`config.mk`:
```
export PLATFORM = sky130hd
export DESIGN_NAME = ks_mp_add_sched
export DESIGN_NICKNAME = d
export VERILOG_FILES = /design/src/rtl/ks_mp_add_sched_pkg.sv /design/src/rtl/kogge_stone_Nbit_NOCLK.sv /design/src/rtl/ks_mp_add_sched_rr_arb2.sv /design/src/rtl/ks_mp_add_sched.sv
export SDC_FILE = /design/constraint.sdc
export NUM_CORES = 1
export LEC_CHECK = 0
export CAP_MARGIN = 0
export CORE_MARGIN = 5
export CORE_UTILIZATION = 30
export CTS_CLUSTER_DIAMETER = 50
export DETAILED_ROUTE_END_ITERATION = 6
export MAX_ROUTING_LAYER = met4
export SYNTH_ARGS = -nofsm -noshare
export SYNTH_HDL_FRONTEND = slang
export SYNTH_SLANG_ARGS = --single-unit
export TNS_END_PERCENT = 1
```
`constraint.sdc`:
```
create_clock -name CLK -period 4.35 [get_ports CLK]
set_clock_uncertainty 0.15 [all_clocks]
set_input_delay 0.87 -clock CLK [delete_from_list [all_inputs] [get_ports CLK]]
set_output_delay 0.87 -clock CLK [all_outputs]
set_load 0.01 [all_outputs]
```
`src/rtl/ks_mp_add_sched_pkg.sv`:
```
// Shared definitions for the multi-precision add scheduler:
// FSM encoding, requester ids and the word-index width helper.
package ks_mp_add_sched_pkg;

    localparam logic [1:0] ST_IDLE = 2'd0;
    localparam logic [1:0] ST_RUN  = 2'd1;
    localparam logic [1:0] ST_DONE = 2'd2;

    localparam logic ID_REQ0 = 1'b0;
    localparam logic ID_REQ1 = 1'b1;

    // Word index width; a single-word build still needs a 1-bit index.
    function automatic int idx_w(input int words);
        if (words > 1) begin
            return $clog2(words);
        end else begin
            return 1;
        end
    endfunction

endpackage

```
`src/rtl/kogge_stone_Nbit_NOCLK.sv`:
```
// Purely combinational bw-bit Kogge-Stone adder. Vectors are indexed [bw:1];
// the carry-in is folded in as prefix position 0.
module kogge_stone_Nbit_NOCLK #(
    parameter int bw = 32
) (
    input  logic [bw:1] i_a,
    input  logic [bw:1] i_b,
    input  logic        i_cin,
    output logic [bw:1] o_sum,
    output logic        o_cout
);

    localparam int LV = $clog2(bw + 1);

    logic [bw:0] w_g [0:LV];
    logic [bw:0] w_p [0:LV];

    // Log-depth prefix tree; w_g[LV][i] is the carry out of positions 0..i.
    always_comb begin
        for (int l = 0; l <= LV; l++) begin
            w_g[l] = '0;
            w_p[l] = '0;
        end
        w_g[0] = {i_a & i_b, i_cin};
        w_p[0] = {i_a ^ i_b, 1'b0};
        for (int l = 1; l <= LV; l++) begin
            for (int i = 0; i <= bw; i++) begin
                if (i >= (1 << (l - 1))) begin
                    w_g[l][i] = w_g[l-1][i] | (w_p[l-1][i] & w_g[l-1][i - (1 << (l - 1))]);
                    w_p[l][i] = w_p[l-1][i] & w_p[l-1][i - (1 << (l - 1))];
                end else begin
                    w_g[l][i] = w_g[l-1][i];
                    w_p[l][i] = w_p[l-1][i];
                end
            end
        end
        o_sum  = w_p[0][bw:1] ^ w_g[LV][bw-1:0];
        o_cout = w_g[LV][bw];
    end

endmodule

```
`src/rtl/ks_mp_add_sched_rr_arb2.sv`:
```
// Two-way round-robin arbiter. The pointer names the favoured requester and
// moves to the other one whenever a grant is consumed.
module rr_arb2
    import ks_mp_add_sched_pkg::*;
(
    input  logic       CLK,
    input  logic       RESETn,
    input  logic [1:0] i_valid,
    input  logic       i_update,
    output logic [1:0] o_grant,
    output logic       o_grant_id
);

    logic r_ptr;

    // Grant selection: a lone requester always wins, a tie follows the pointer.
    always_comb begin
        o_grant    = 2'b00;
        o_grant_id = ID_REQ0;
        case (i_valid)
            2'b01: begin
                o_grant    = 2'b01;
                o_grant_id = ID_REQ0;
            end
            2'b10: begin
                o_grant    = 2'b10;
                o_grant_id = ID_REQ1;
            end
            2'b11: begin
                o_grant    = (r_ptr == ID_REQ1) ? 2'b10 : 2'b01;
                o_grant_id = r_ptr;
            end
            default: begin
                o_grant    = 2'b00;
                o_grant_id = ID_REQ0;
            end
        endcase
    end

    // Pointer update: favour the requester that was not just served.
    always_ff @(posedge CLK or negedge RESETn) begin
        if (!RESETn) begin
            r_ptr <= ID_REQ0;
        end else if (i_update) begin
            r_ptr <= ~o_grant_id;
        end
    end

endmodule

```
`src/rtl/ks_mp_add_sched.sv`:
```
// Shares one BW-bit Kogge-Stone adder between two requesters; each request is
// a WORDS-word add run LS word first with the carry chained across cycles.
module ks_mp_add_sched
    import ks_mp_add_sched_pkg::*;
#(
    parameter int BW    = 32,
    parameter int WORDS = 4
) (
    input  logic                  CLK,
    input  logic                  RESETn,
    input  logic                  req0_valid,
    output logic                  req0_ready,
    input  logic [BW*WORDS-1:0]   req0_a,
    input  logic [BW*WORDS-1:0]   req0_b,
    input  logic                  req0_cin,
    input  logic                  req1_valid,
    output logic                  req1_ready,
    input  logic [BW*WORDS-1:0]   req1_a,
    input  logic [BW*WORDS-1:0]   req1_b,
    input  logic                  req1_cin,
    output logic                  rsp_valid,
    input  logic                  rsp_ready,
    output logic [BW*WORDS-1:0]   rsp_sum,
    output logic                  rsp_cout,
    output logic                  rsp_id
);

    localparam int W  = BW * WORDS;
    localparam int IW = idx_w(WORDS);

    logic [1:0]    r_state;
    logic [IW-1:0] r_idx;
    logic          r_carry;
    logic [W-1:0]  r_a;
    logic [W-1:0]  r_b;
    logic [W-1:0]  r_sum;
    logic          r_cout;
    logic          r_id;
    logic          r_rsp_valid;

    logic [1:0]    w_grant;
    logic          w_grant_id;
    logic          w_acc;
    logic          w_last;
    logic [BW-1:0] w_a_word;
    logic [BW-1:0] w_b_word;
    logic [BW-1:0] w_add_sum;
    logic          w_add_cout;

    rr_arb2 u_arb (
        .CLK        (CLK),
        .RESETn     (RESETn),
        .i_valid    ({req1_valid, req0_valid}),
        .i_update   (w_acc),
        .o_grant    (w_grant),
        .o_grant_id (w_grant_id)
    );

    assign req0_ready = (r_state == ST_IDLE) & w_grant[0];
    assign req1_ready = (r_state == ST_IDLE) & w_grant[1];
    assign w_acc      = (req0_valid & req0_ready) | (req1_valid & req1_ready);
    assign w_last     = (r_idx == IW'(WORDS - 1));

    assign rsp_valid = r_rsp_valid;
    assign rsp_sum   = r_sum;
    assign rsp_cout  = r_cout;
    assign rsp_id    = r_id;

    // Operand word selection for the current index.
    always_comb begin
        w_a_word = '0;
        w_b_word = '0;
        for (int k = 0; k < WORDS; k++) begin
            if (r_idx == IW'(k)) begin
                w_a_word = r_a[k*BW +: BW];
                w_b_word = r_b[k*BW +: BW];
            end else begin
                w_a_word = w_a_word;
                w_b_word = w_b_word;
            end
        end
    end

    // Adder vectors are [BW:1], so word bit k lands on adder index k+1.
    kogge_stone_Nbit_NOCLK #(
        .bw (BW)
    ) u_add (
        .i_a    (w_a_word),
        .i_b    (w_b_word),
        .i_cin  (r_carry),
        .o_sum  (w_add_sum),
        .o_cout (w_add_cout)
    );

    // Control FSM: capture on request handshake, step words, hold result.
    always_ff @(posedge CLK or negedge RESETn) begin
        if (!RESETn) begin
            r_state     <= ST_IDLE;
            r_idx       <= '0;
            r_carry     <= 1'b0;
            r_a         <= '0;
            r_b         <= '0;
            r_cout      <= 1'b0;
            r_id        <= ID_REQ0;
            r_rsp_valid <= 1'b0;
        end else begin
            case (r_state)
                ST_IDLE: begin
                    if (w_acc) begin
                        r_a     <= (w_grant_id == ID_REQ1) ? req1_a : req0_a;
                        r_b     <= (w_grant_id == ID_REQ1) ? req1_b : req0_b;
                        r_carry <= (w_grant_id == ID_REQ1) ? req1_cin : req0_cin;
                        r_id    <= w_grant_id;
                        r_idx   <= '0;
                        r_state <= ST_RUN;
                    end
                end
                ST_RUN: begin
                    r_carry <= w_add_cout;
                    if (w_last) begin
                        r_idx       <= '0;
                        r_cout      <= w_add_cout;
                        r_rsp_valid <= 1'b1;
                        r_state     <= ST_DONE;
                    end else begin
                        r_idx <= r_idx + IW'(1'b1);
                    end
                end
                ST_DONE: begin
                    if (rsp_ready) begin
                        r_rsp_valid <= 1'b0;
                        r_state     <= ST_IDLE;
                    end
                end
                default: begin
                    r_state     <= ST_IDLE;
                    r_rsp_valid <= 1'b0;
                end
            endcase
        end
    end

    // Result word write-back, one word per RUN cycle.
    always_ff @(posedge CLK or negedge RESETn) begin
        if (!RESETn) begin
            r_sum <= '0;
        end else if (r_state == ST_RUN) begin
            for (int k = 0; k < WORDS; k++) begin
                if (r_idx == IW'(k)) begin
                    r_sum[k*BW +: BW] <= w_add_sum;
                end
            end
        end
    end

endmodule

```
==> results.py <==
metrics = {
    "outcome": {
        "status": "finished clean",
    },
    "floorplanning": {
        "rows": 93,
        "die_h_um": 265,
        "dieArea_mm2": 0.0705,
        "start_util": 0.303,
        "core_mm2": 0.0646,
        "fp.dieW_um": 265,
        "num_io_pins": 652,
    },
    "global_route": {
        "grt_max_degree": 172,
        "grt_pass1_wl_um": 122000,
        "overflow": 0,
        "grtUsageTotal": 0.231,
        "grt_antenna_before_repair": 4,
        "grt_pass1_vias": 19600,
    },
    "synthesis": {
        "ys.flop_type": "dfrtp_1",
        "async_flop_share": 1.00,
        "synth_edf_count": 0,
        "synth_cell_type_count": 55,
        "avgSynthCellArea_um2": 8.39,
        "synthCells": 2333,
        "ys_warn_count": 0,
        "syn_nets": 2889,
        "seq_area_frac_synth": 0.502,
        "synth_area_mm2": 0.0196,
        "ys_seq_elements": 393,
    },
    "cts": {
        "root_buffer": "clkbuf_16",
        "cts_buffer_depth": 3,
        "cts_tree": "yes",
        "cts-buffers-inserted": 52,
        "cts.clk_slew.worst_paths_ns": 0.05,
        "clock_latency_ns": 0.59,
        "clock_sinks": 393,
        "htree_levels": 2,
        "holdBufCountCts": 0,
    },
    "timing": {
        "finalCriticalPeriod_ns": 4.17,
        "hold_viol_final": 0,
        "finalCritPeriodShare": 0.958,
        "rsz0062_at_grt": "yes",
        "finalSetupViolCount": 0,
        "relSlewSlack": 0.331,
        "max_freq_ghz": 0.240,
        "slew_viol_final": 0,
        "worst_pin_slew_ns": 1.00,
        "holdWs_ns": 0.137,
    },
    "hold_path": {
        "holdCritPathClass": "in -> async",
    },
    "power_and_ir_drop": {
        "peakVddDrop_mv": 0.402,
        "power_mw": 24.8,
        "leakage_nw": 13.2,
        "power-per-cell-area_mw_per_mm2": 846,
    },
    "route": {
        "post_drt_wl_per_cell_um": 21.4,
        "avgViaCountPerCell": 5.01,
        "drt-total-wl_um": 82000,
        "highest_layer": "met4",
        "drt_iter0_drc": 1686,
        "drtPass1Iterations": 6,
        "wl_met3_um": 4820,
        "antenna_left": 0,
        "wl_met2_um": 39100,
        "post-route-drc-count": 0,
        "vias": 19200,
        "drt-met1-wl_um": 36300,
    },
    "setup_path": {
        "r2r-start": "r_idx[1]$_DFFE_PN0P_",
        "path_cells": "inv_2, ha_4, buf_12, buf_4, nor2_1, a21oi_1, nor2_1, a21oi_1, o21ai_0, ha_1, a21oi_2, o21bai_1, a2111oi_0, nor4_1, a211oi_1, o31ai_2, xnor2_1, buf_4, o21ai_0",
        "cp_top_family": "compound AO/OA/AOI/OAI gates",
        "cpPeakStageDelay_ns": 0.44,
        "cp_num_buf_inv": 4,
        "crit_fanout": 16,
        "cp.arrival_ns": 4.49,
        "cp.depth": 19,
        "crit_path_start_kind": "register",
        "worstSetupPathType": "reg -> reg",
        "worstPathRequired_ns": 4.67,
        "crit_path_start": "r_idx[1]$_DFFE_PN0P_",
        "reg2regPathDepth": 19,
        "end_kind": "register",
        "crit_slowest_cell": "a2111oi_0",
    },
    "layout": {
        "final_nets": 3501,
        "final_cells": 3842,
        "syn_to_final_growth_pct": 49.6,
        "drive_gt1_frac": 0.0700,
        "final_util": 0.453,
    },
    "placed_design": {
        "placed_cells": 3738,
        "hpwl_um": 64100,
        "port_buffers": 651,
        "gp_congestion": 0.896,
    },
    "flow_run": {
        "cap_violations": 0,
    },
}
-- layout make-up --
| class | count | area [µm²] |
|---|---|---|
| Antenna cell | 1 | 2.50 |
| Timing Repair Buffer | 732 | 7330 |
| Inverter | 13 | 56.3 |
| Clock buffer | 71 | 1480 |
| Fill cell | 6320 | 35300 |
| Clock inverter | 24 | 310 |
| Sequential cell | 393 | 9830 |
| Tap cell | 855 | 1070 |
| Multi-Input combinational cell | 1753 | 9200 |
-- Yosys cell counts (11+ instances only) --
master / instances / area share
nand3_1: 11 / 0.0028
a22oi_1: 233 / 0.089
nor2_1: 146 / 0.028
dfrtp_1: 393 / 0.50
mux2i_1: 27 / 0.014
a21oi_1: 155 / 0.040
buf_1: 11 / 0.0021
ha_1: 36 / 0.023
xnor2_1: 19 / 0.0085
inv_1: 12 / 0.0023
o21ai_0: 236 / 0.060
nand2_1: 766 / 0.15
clkbuf_1: 157 / 0.030
a21o_1: 18 / 0.0069
-- layout by cell type, fill, tap and decap left out, types with 14 or more instances in the layout --
master           netlist  final
nand2_1              766    762
clkdlybuf4s50_1        0    650
dfrtp_1              393    393
a22oi_1              233    233
o21ai_0              236    222
a21oi_1              155    146
nor2_1               146    144
buf_4                  0     65
clkbuf_16              0     53
ha_1                  36     31
mux2i_1               27     27
a21o_1                18     18
xnor2_1               19     18
buf_12                 0     16
o21ai_1                3     14
-- metrics by stage --
stage / setup TNS [ns] / instance area, µm² / setup slack (ns)
floorplan: 0 / 19600 / 0.343
global placement: -1.88 / 27300 / -0.120
detailed placement: -1.54 / 27300 / -0.147
CTS: -0.00516 / 29100 / -0.00516
global route: -0.0303 / 29300 / -0.0123
finish: 0 / 29300 / 0.181
-- routing by layer --
layer / up-vias / GRT usage
li1: 9260 / -
met4: 0 / 0.0548
met3: 87 / 0.0355
met2: 677 / 0.371
met5: - / -
met1: 9210 / 0.310
-- kinds of logic after synthesis --
kind of cell	synth area share
fa+ha+maj	0.0240
compound gates	0.218
simple gates	0.191
mux	0.0150
flops	0.502
xor+xnor	0.0130
buf+inv	0.0362
-- where the power goes --
group          switching [mW]  internal [mW]  total [mW]  leakage (nW)
clock network            1.70           2.71        4.41         0.878
registers                1.09           5.41        6.51          4.91
logic                    8.51           5.35        13.9          7.42
-- what timing repair did --
| item | CTS | global route |
|---|---|---|
| endpoints found under the hold margin | 0 | 0 |
| resized for setup | 11 | 22 |
| pin swaps | 0 | 5 |
| setup endpoints to repair | 35 | 75 |
| buffers inserted | 0 | 8 |
-- worst paths after layout --
path                                           end  slack, ns
hold / removal              rsp_sum[1]$_DFFE_PN0P_       0.14
setup reg to reg           rsp_sum[61]$_DFFE_PN0P_       0.18
hold reg to reg                r_a[41]$_DFFE_PN0P_       0.32
max in group asynchronous      r_a[31]$_DFFE_PN0P_       2.96
setup / recovery           rsp_sum[61]$_DFFE_PN0P_       0.18
min in group CLK               r_a[41]$_DFFE_PN0P_       0.32
-- sequential cells by signal, summed over array words and instances (netlist names) --
register,count
u_arb.r_ptr,1
r_state,2
rsp_sum,128
rsp_cout,1
rsp_id,1
rsp_valid,1
r_carry,1
r_a,128
r_idx,2
r_b,128
Note: power is estimated with default switching activity, not from simulation.
